--- src/rtl/data_mem_bridge_pkg.sv ---
// Shared definitions for the core data-port to memory bridge.
// Optional build macro: MISALIGN_TRAP_EN (misaligned accesses trap instead of being force-aligned).
package data_mem_bridge_pkg;

    localparam int NUM_LANES = 4;
    localparam int LANE_W    = 8;

    typedef enum logic [1:0] {
        IDLE   = 2'd0,
        REQ    = 2'd1,
        WAIT_R = 2'd2,
        DONE   = 2'd3
    } memBridgeState_e;

    typedef enum logic [1:0] {
        BYTE = 2'b00,
        HALF = 2'b01,
        WORD = 2'b10
    } memSize_e;

    // One 32-bit bus word viewed as a word, two halves or four byte lanes.
    typedef union packed {
        logic [31:0]                        word;
        logic [1:0][15:0]                   half;
        logic [NUM_LANES-1:0][LANE_W-1:0]   lane;
    } dataBus_u;

    // Access captured when the core request is accepted.
    typedef struct packed {
        logic     we;
        memSize_e size;
        dataBus_u wdata;
    } mem_access_t;

    // Size code 11 has no meaning of its own and behaves as a word.
    function automatic memSize_e decode_size(input logic [1:0] ctrl);
        case (ctrl)
            2'b00:   return BYTE;
            2'b01:   return HALF;
            default: return WORD;
        endcase
    endfunction

    function automatic logic is_misaligned(input memSize_e sz, input logic [1:0] a);
        case (sz)
            HALF:    return a[0];
            WORD:    return |a;
            default: return 1'b0;
        endcase
    endfunction

    // Drop the low address bits that natural alignment says are zero.
    function automatic logic [1:0] align_lo(input memSize_e sz, input logic [1:0] a);
        case (sz)
            HALF:    return {a[1], 1'b0};
            WORD:    return 2'b00;
            default: return a;
        endcase
    endfunction

endpackage

--- src/rtl/data_mem_bridge_align.sv ---
// Byte-lane steering between the LSB-aligned core data and the 32-bit memory word.
module data_lane_align
    import data_mem_bridge_pkg::*;
(
    input  logic [1:0]  addr_lo,
    input  memSize_e    size,
    input  logic [31:0] wdata,
    input  logic [31:0] rdata,
    output logic [3:0]  be,
    output logic [31:0] wdata_rep,
    output logic [31:0] rdata_out
);

    dataBus_u                          wr_bus;
    dataBus_u                          rd_shift;
    logic [NUM_LANES-1:0]              lane_keep;
    logic [NUM_LANES-1:0][LANE_W-1:0]  rd_lanes;

    // Byte enables and write replication so every lane carries the right bytes.
    always_comb begin
        wr_bus.word = wdata;
        be          = 4'b1111;
        wdata_rep   = wr_bus.word;
        lane_keep   = 4'b1111;
        case (size)
            BYTE: begin
                be        = 4'b0001 << addr_lo;
                wdata_rep = {4{wr_bus.lane[0]}};
                lane_keep = 4'b0001;
            end
            HALF: begin
                be        = 4'b0011 << {addr_lo[1], 1'b0};
                wdata_rep = {2{wr_bus.half[0]}};
                lane_keep = 4'b0011;
            end
            default: ;
        endcase
    end

    // Bring the addressed bytes down to bit 0 before masking.
    always_comb begin
        rd_shift.word = rdata >> {addr_lo, 3'b000};
    end

    // Zero-fill every lane above the access size.
    for (genvar i = 0; i < NUM_LANES; i++) begin : g_lane
        assign rd_lanes[i] = lane_keep[i] ? rd_shift.lane[i] : '0;
    end

    assign rdata_out = rd_lanes;

endmodule

--- src/rtl/data_mem_bridge.sv ---
// Bridge from the core MA-stage load/store port to a req/gnt/rvalid memory port.
// Optional build macro: MISALIGN_TRAP_EN -- misaligned half/word accesses are not
// issued; they go straight to DONE with a one-cycle data_misalign pulse.
module data_mem_bridge
    import data_mem_bridge_pkg::*;
#(
    parameter int ADDR_W = 32
) (
    input  logic              clk,
    input  logic              rst,
    input  logic              clk_en,
    input  logic              data_rd_en_ma,
    input  logic              data_wr_en_ma,
    input  logic [ADDR_W-1:0] data_addr,
    input  logic [31:0]       data_wr,
    input  logic [1:0]        data_rd_wr_ctrl,
    output logic              data_ready,
    output logic [31:0]       data_rd,
    output logic              data_misalign,
    output logic              mem_req,
    output logic              mem_we,
    output logic [ADDR_W-1:0] mem_addr,
    output logic [3:0]        mem_be,
    output logic [31:0]       mem_wdata,
    input  logic              mem_gnt,
    input  logic              mem_rvalid,
    input  logic [31:0]       mem_rdata
);

    memBridgeState_e   state, state_nxt;
    mem_access_t       acc_q;
    logic [ADDR_W-1:0] addr_q;
    memSize_e          size_in;
    logic              req_in;
    logic              accept;
    logic              mis_in;
    logic [3:0]        be;
    logic [31:0]       wdata_rep;
    logic [31:0]       rdata_al;

    assign req_in  = data_rd_en_ma | data_wr_en_ma;
    assign size_in = decode_size(data_rd_wr_ctrl);
    assign accept  = (state == IDLE) && req_in;

`ifdef MISALIGN_TRAP_EN
    assign mis_in = is_misaligned(size_in, data_addr[1:0]);
`else
    assign mis_in = 1'b0;
`endif

    // State register; reset abandons any access in flight.
    always_ff @(posedge clk or posedge rst) begin
        if (rst) state <= IDLE;
        else     state <= state_nxt;
    end

    // Next state and handshake outputs.
    always_comb begin
        state_nxt  = state;
        data_ready = 1'b0;
        mem_req    = 1'b0;
        case (state)
            IDLE: begin
                data_ready = !req_in;
                if (req_in) state_nxt = mis_in ? DONE : REQ;
            end
            REQ: begin
                mem_req = 1'b1;
                if (mem_gnt) state_nxt = acc_q.we ? DONE : WAIT_R;
            end
            WAIT_R: begin
                if (mem_rvalid) state_nxt = DONE;
            end
            DONE: begin
                data_ready = 1'b1;
                if (clk_en) state_nxt = IDLE;
            end
            default: state_nxt = IDLE;
        endcase
    end

    // Capture the access on acceptance; stores win when both enables are high.
    always_ff @(posedge clk or posedge rst) begin
        if (rst) begin
            addr_q <= '0;
            acc_q  <= '0;
        end else if (accept) begin
            addr_q        <= {data_addr[ADDR_W-1:2], align_lo(size_in, data_addr[1:0])};
            acc_q.we      <= data_wr_en_ma;
            acc_q.size    <= size_in;
            acc_q.wdata   <= data_wr;
        end
    end

    data_lane_align u_align (
        .addr_lo   (addr_q[1:0]),
        .size      (acc_q.size),
        .wdata     (acc_q.wdata.word),
        .rdata     (mem_rdata),
        .be        (be),
        .wdata_rep (wdata_rep),
        .rdata_out (rdata_al)
    );

    // Load data holds until the next load returns; a trapped access reads as zero.
    always_ff @(posedge clk or posedge rst) begin
        if (rst)                              data_rd <= '0;
        else if (state == WAIT_R && mem_rvalid) data_rd <= rdata_al;
        else if (accept && mis_in)            data_rd <= '0;
    end

`ifdef MISALIGN_TRAP_EN
    // One-cycle pulse, visible in the first DONE cycle of a trapped access.
    always_ff @(posedge clk or posedge rst) begin
        if (rst) data_misalign <= 1'b0;
        else     data_misalign <= accept && mis_in;
    end
`else
    assign data_misalign = 1'b0;
`endif

    assign mem_addr  = {addr_q[ADDR_W-1:2], 2'b00};
    assign mem_we    = mem_req & acc_q.we;
    assign mem_be    = mem_req ? be : 4'b0000;
    assign mem_wdata = mem_req ? wdata_rep : 32'h0;

endmodule

--- config.mk ---
export PLATFORM = sky130hd
export DESIGN_NAME = data_mem_bridge
export DESIGN_NICKNAME = d
export VERILOG_FILES = /design/src/rtl/data_mem_bridge_pkg.sv /design/src/rtl/data_mem_bridge_align.sv /design/src/rtl/data_mem_bridge.sv
export SDC_FILE = /design/constraint.sdc
export NUM_CORES = 1
export LEC_CHECK = 0
export BUFFER_PORTS_ARGS = -buffer_cell sky130_fd_sc_hd__buf_2
export CAP_MARGIN = 20
export CORE_ASPECT_RATIO = 1.2
export CORE_MARGIN = 2
export CORE_UTILIZATION = 50
export DETAILED_ROUTE_END_ITERATION = 8
export GPL_TIMING_DRIVEN = 0
export HOLD_SLACK_MARGIN = 0.12
export PLACE_DENSITY = 0.81
export SETUP_SLACK_MARGIN = 0.05
export SYNTH_ARGS = -nofsm -noshare
export SYNTH_HDL_FRONTEND = slang
export SYNTH_HIERARCHICAL = 1
export SYNTH_SLANG_ARGS = --single-unit
--- constraint.sdc ---
create_clock -name clk -period 4.3 [get_ports clk]
set_input_delay 0.86 -clock clk [delete_from_list [all_inputs] [get_ports clk]]
set_output_delay 0.86 -clock clk [all_outputs]
set_load 0.01 [all_outputs]
Word-level counts from Yosys, hierarchy flattened
Index checks and enable logic that the tools add are counted.
W data, S select, Z words.
{ "classes": {"eq_ne": 11, "shift": 3, "mux": 19, "bitwise_logic": 2, "n_reduce_logical": 7} }
{ "op_table": {"columns": ["operator", "n"], "rows": [
  ["$pmux W32 S2", 1],
  ["$mux W32", 1],
  ["$mux W8", 4],
  ["$shr A32 B5 Y32", 1],
  ["$pmux W4 S2", 2],
  ["$eq A2 B1 Y1 const B", 4],
  ["$mux W2", 4],
  ["$ne A2 B2 Y1 const B", 4],
  ["$pmux W2 S2", 2],
  ["$pmux W2 S4", 1],
  ["$eq A2 B2 Y1 const B", 3],
  ["$logic_not A2 Y1", 3],
  ["$mux W4", 1],
  ["$reduce_and A4 Y1", 1],
  ["$shl A1 B2 Y4 const A", 1],
  ["$shl A2 B2 Y4 const A", 1],
  ["$logic_and A1 B1 Y1", 2],
  ["$mux W1", 2],
  ["$pmux W1 S2", 1],
  ["$and A1 B1 Y1", 1],
  ["$logic_not A1 Y1", 1],
  ["$or A1 B1 Y1", 1]
]} }
{ "word_totals": {"ff_bits": 101, "inputBits": 105, "output_inout_bits": 104, "word_cells": 48} }

Depth between registers and ports, before layout
{ "depth": {"depth_word": 4, "mapped_depth": 6} }

Hierarchy
The synthesis kept the hierarchy.
{ "by_module_without_submodules": {"columns": ["mod", "instances", "cells_per_inst", "area_per_inst_um2", "seq_area_each_um2"], "rows": [
  ["data_mem_bridge", 1, 316, 4415.5, 2527.4],
  ["data_lane_align", 1, 153, 1131.1, 0.0]
]} }

Worst setup path before layout
Ideal clock, no wire load.
{ "synth_path": {"path_type": "input to output", "from": "input port data_wr_en_ma", "to": "output port data_ready", "arrival_time_ns": 1.461, "t_required_ns": 3.440, "setup_slack_ns": 1.979, "path_stages": 3, "n_path_buf": 0, "path_cell_list": "nor3b_1 -> nor2_1 -> nor2_1"} }
{ "synth_between": {"elab_chain_cells": 3} }
{ "synth_lines": {"columns": ["element", "line", "text"], "rows": [
  ["start: declaration", "data_mem_bridge.sv:13", "input logic data_wr_en_ma,"],
  ["$or A1 B1 Y1", "data_mem_bridge.sv:41", "assign req_in = data_rd_en_ma | data_wr_en_ma;"],
  ["$logic_not A1 Y1", "data_mem_bridge.sv:64", "data_ready = !req_in;"],
  ["$pmux W1 S2", "data_mem_bridge.sv:62", "case (state)"],
  ["end: declaration", "data_mem_bridge.sv:17", "output logic data_ready,"]
]} }
Every way passes these cells.

Final worst setup path
{ "layout_path": {"from": "register state[1]", "to": "output port mem_wdata[12]"} }
{ "layout_between": {"elab_chain_cells": 3} }
{ "layout_lines": {"columns": ["element", "line", "text"], "rows": [
  ["start: declaration", "data_mem_bridge.sv:30", "memBridgeState_e state, state_nxt;"],
  ["start signal: assignment", "data_mem_bridge.sv:54", "else state <= state_nxt;"],
  ["$eq A2 B1 Y1", "data_mem_bridge.sv:62", null],
  ["$mux W1", "data_mem_bridge.sv:62", null],
  ["$mux W32", "data_mem_bridge.sv:125", "assign mem_wdata = mem_req ? wdata_rep : 32'h0;"],
  ["end: declaration", "data_mem_bridge.sv:24", "output logic [31:0] mem_wdata,"]
]} }
Every way passes these cells.

==> results.py <==
metrics = {
    "cts": {
        "post_cts_buffers": 0,
        "cts_tree": "yes",
        "clock_latency_ps": 330,
        "clk_pin_slew_worst_paths_ps": 70,
        "cts-root-buf": "clkbuf_16",
        "cts_buffer_depth": 2,
        "ctsHoldBuffers": 0,
        "clock_sinks": 101,
        "htreeDepth": 3,
        "numCtsBuffers": 9,
        "cts_resized": 0,
    },
    "sta": {
        "final_hold_viol_count": 0,
        "min_period_ps": 2906,
        "worstMarginPinSlew_ps": 599.9,
        "slew_violations": 0,
        "rsz0062_at_grt": "no",
        "finalClockSkew_ps": 5.733,
        "period_share_pct": 67.59,
        "final-setup-viol-count": 0,
        "relSlewSlack_pct": 60.00,
        "finalSetupTns_ps": 0,
        "fmax_mhz": 344.1,
    },
    "critical_path": {
        "crit_start": "state[1]$_DFFE_PP0P_",
        "crit_fanout": 10,
        "endpoint_kind": "output pin",
        "crit_required_ps": 3440,
        "worst_r2r_startpoint": "state[0]$_DFFE_PP0P_",
        "crit_type": "flip-flop to output pin",
        "worstSetupStartpointType": "flip-flop",
        "worstPathArrival_ps": 2050,
    },
    "power": {
        "total_leakage_power_nw": 3.557,
        "total_power_mw": 5.575,
        "ir_drop_v": 0.0004012,
        "p_per_area_nw_per_um2": 787.7,
    },
    "synth": {
        "ys_seq_area_share_pct": 45.57,
        "yosys-top-cells-area": "dfrtp_1, mux2_2, buf_4",
        "netlist_area_um2": 5547,
        "synth_most_common_cell": "mux2_2",
        "yosysTopAreaCell": "dfrtp_1",
        "synth_edf_count": 0,
        "ys.flop_type": "dfrtp_1",
        "syn_inst": 469,
        "ys_seq_elements": 101,
        "ys_types": 31,
        "async_reset_ff_share_pct": 100.0,
        "synth_common_cells": "mux2_2, dfrtp_1, buf_4",
        "syn_area_per_cell_um2": 11.83,
        "yosys_warnings": 6,
        "yosysTopAreaCellShare_pct": 45.57,
    },
    "grt": {
        "grt_pass1_wl_um": 23080,
        "grt_usage_pct": 24.92,
        "antenna_found_initial": 0,
        "overflow": 0,
        "grt_pass1_vias": 4646,
        "grt_max_degree": 57,
    },
    "layout": {
        "syn_to_final_growth_pct": 27.61,
        "num_antenna_cells": 0,
        "stdcell_count": 825,
        "fin_nets": 799,
        "layout-drive-gt1-share_pct": 58.59,
    },
    "hold_path": {
        "hp-start": "addr_q[1]$_DFFE_PP0P_",
        "min_path_type": "flip-flop to flip-flop",
    },
    "floorplan": {
        "rows": 42,
        "die_h_um": 119.4,
        "pin_count": 209,
        "core_area_um2": 10930,
        "start_util_pct": 50.74,
        "die_w_um": 100.1,
        "dieArea_um2": 11950,
    },
    "placement": {
        "dp_hpwl_um": 11370,
        "io_buffer_count": 205,
        "gp_congestion": 0.9411,
        "dp.cells": 809,
    },
    "flow_run": {
        "drv_cap": 0,
    },
    "routing": {
        "vias_per_cell": 5.168,
        "drt_first_iter_violations": 135,
        "drc": 0,
        "wl_per_cell_um": 17.69,
        "firstDrtPassIters": 4,
        "vias": 4264,
        "routed_wl_um": 14590,
        "antenna_left": 0,
    },
    "run_status": {
        "status": "completed",
    },
}
## cells by family (layout without fill, tap and decap cells)
family / after synthesis / count (layout) / share of synthesized area [%]
compound gates: 52 / 52 / 7.106
fa+ha+maj: 6 / 6 / 1.353
buf+inv: 74 / 296 / 9.407
flops: 101 / 101 / 45.57
mux: 127 / 127 / 25.42
other cells: 1 / 3 / 0.06761
simple gates: 108 / 108 / 11.08
## worst paths after layout
path                                                 to  slack (ps)  cells after the start
worst min-delay path              addr_q[1]$_DFFE_PP0P_         480                      2
worst max-delay path                      mem_wdata[12]        1390                      5
max in group asynchronous       data_rd[26]$_DFFE_PP0P_        3040                      3
worst min register to register    addr_q[1]$_DFFE_PP0P_         480                      2
worst max register to register    acc_q[21]$_DFFE_PP0P_        2520                      5
min in group asynchronous        addr_q[18]$_DFFE_PP0P_         590                      2
## placed cells by master (no fill, tap or decap), drive strengths merged, types with 14 or more instances in the layout
cell type  synthesis  layout
buf               65     271
nor2              14      14
and2              45      45
dfrtp            101     101
a211oi            24      24
nor2b             17      17
mux2             111     111
clkbuf             4      16
nand2             17      17
mux2i             16      16
o21ai             14      14
## metal layers
layer	vias to the layer above	wire [um]	track usage, %
met1	2073	5747	29.89
met3	13	1159	6.925
met2	173	7491	43.88
li1	2005	-	-
met5	-	0	0
met4	0	194	6.164
## layout make-up
| class | instances | area, um^2 |
|---|---|---|
| fill | 909 | 3852 |
| sequential | 101 | 2527 |
| multi-input combinational | 296 | 2505 |
| timing repair buffer | 206 | 1054 |
| buffer | 69 | 503.0 |
| clock buffer | 12 | 246.5 |
| tap | 132 | 165.2 |
| clock inverter | 4 | 56.30 |
| inverter | 5 | 21.27 |
## report_power, final
part | total [mW] | switching, mW | internal [mW]
clock network | 0.821 | 0.349 | 0.472
registers | 1.71 | 0.291 | 1.42
logic | 3.05 | 1.45 | 1.60
total | 5.58 | 2.09 | 3.48
## critical path, stage by stage, from the launching register on
cell	delay, ps
dfrtp_1	420
inv_1	160
ha_1	420
clkbuf_1	370
and2_1	220
buf_2	140
## through the flow
stage / area [um^2] / setup slack [ps] / hold slack, ps / utilization [%]
final: 7078 / 1394 / 478.8 / 64.76
after global placement: 6745 / -384.8 / 454.1 / 61.71
after floorplan: 5554 / 792.9 / 438.0 / -
after detailed placement: 6775 / 1708 / 467.1 / 61.98
after global routing: 7078 / 1211 / 516.2 / 64.76
after CTS: 7078 / 1333 / 484.6 / 64.76
## state kept, by name, indices dropped and copies added, names as in the netlist
signal,count
state,2
acc_q,35
addr_q,32
data_rd,32
Note: power is estimated with default switching activity, not from simulation.
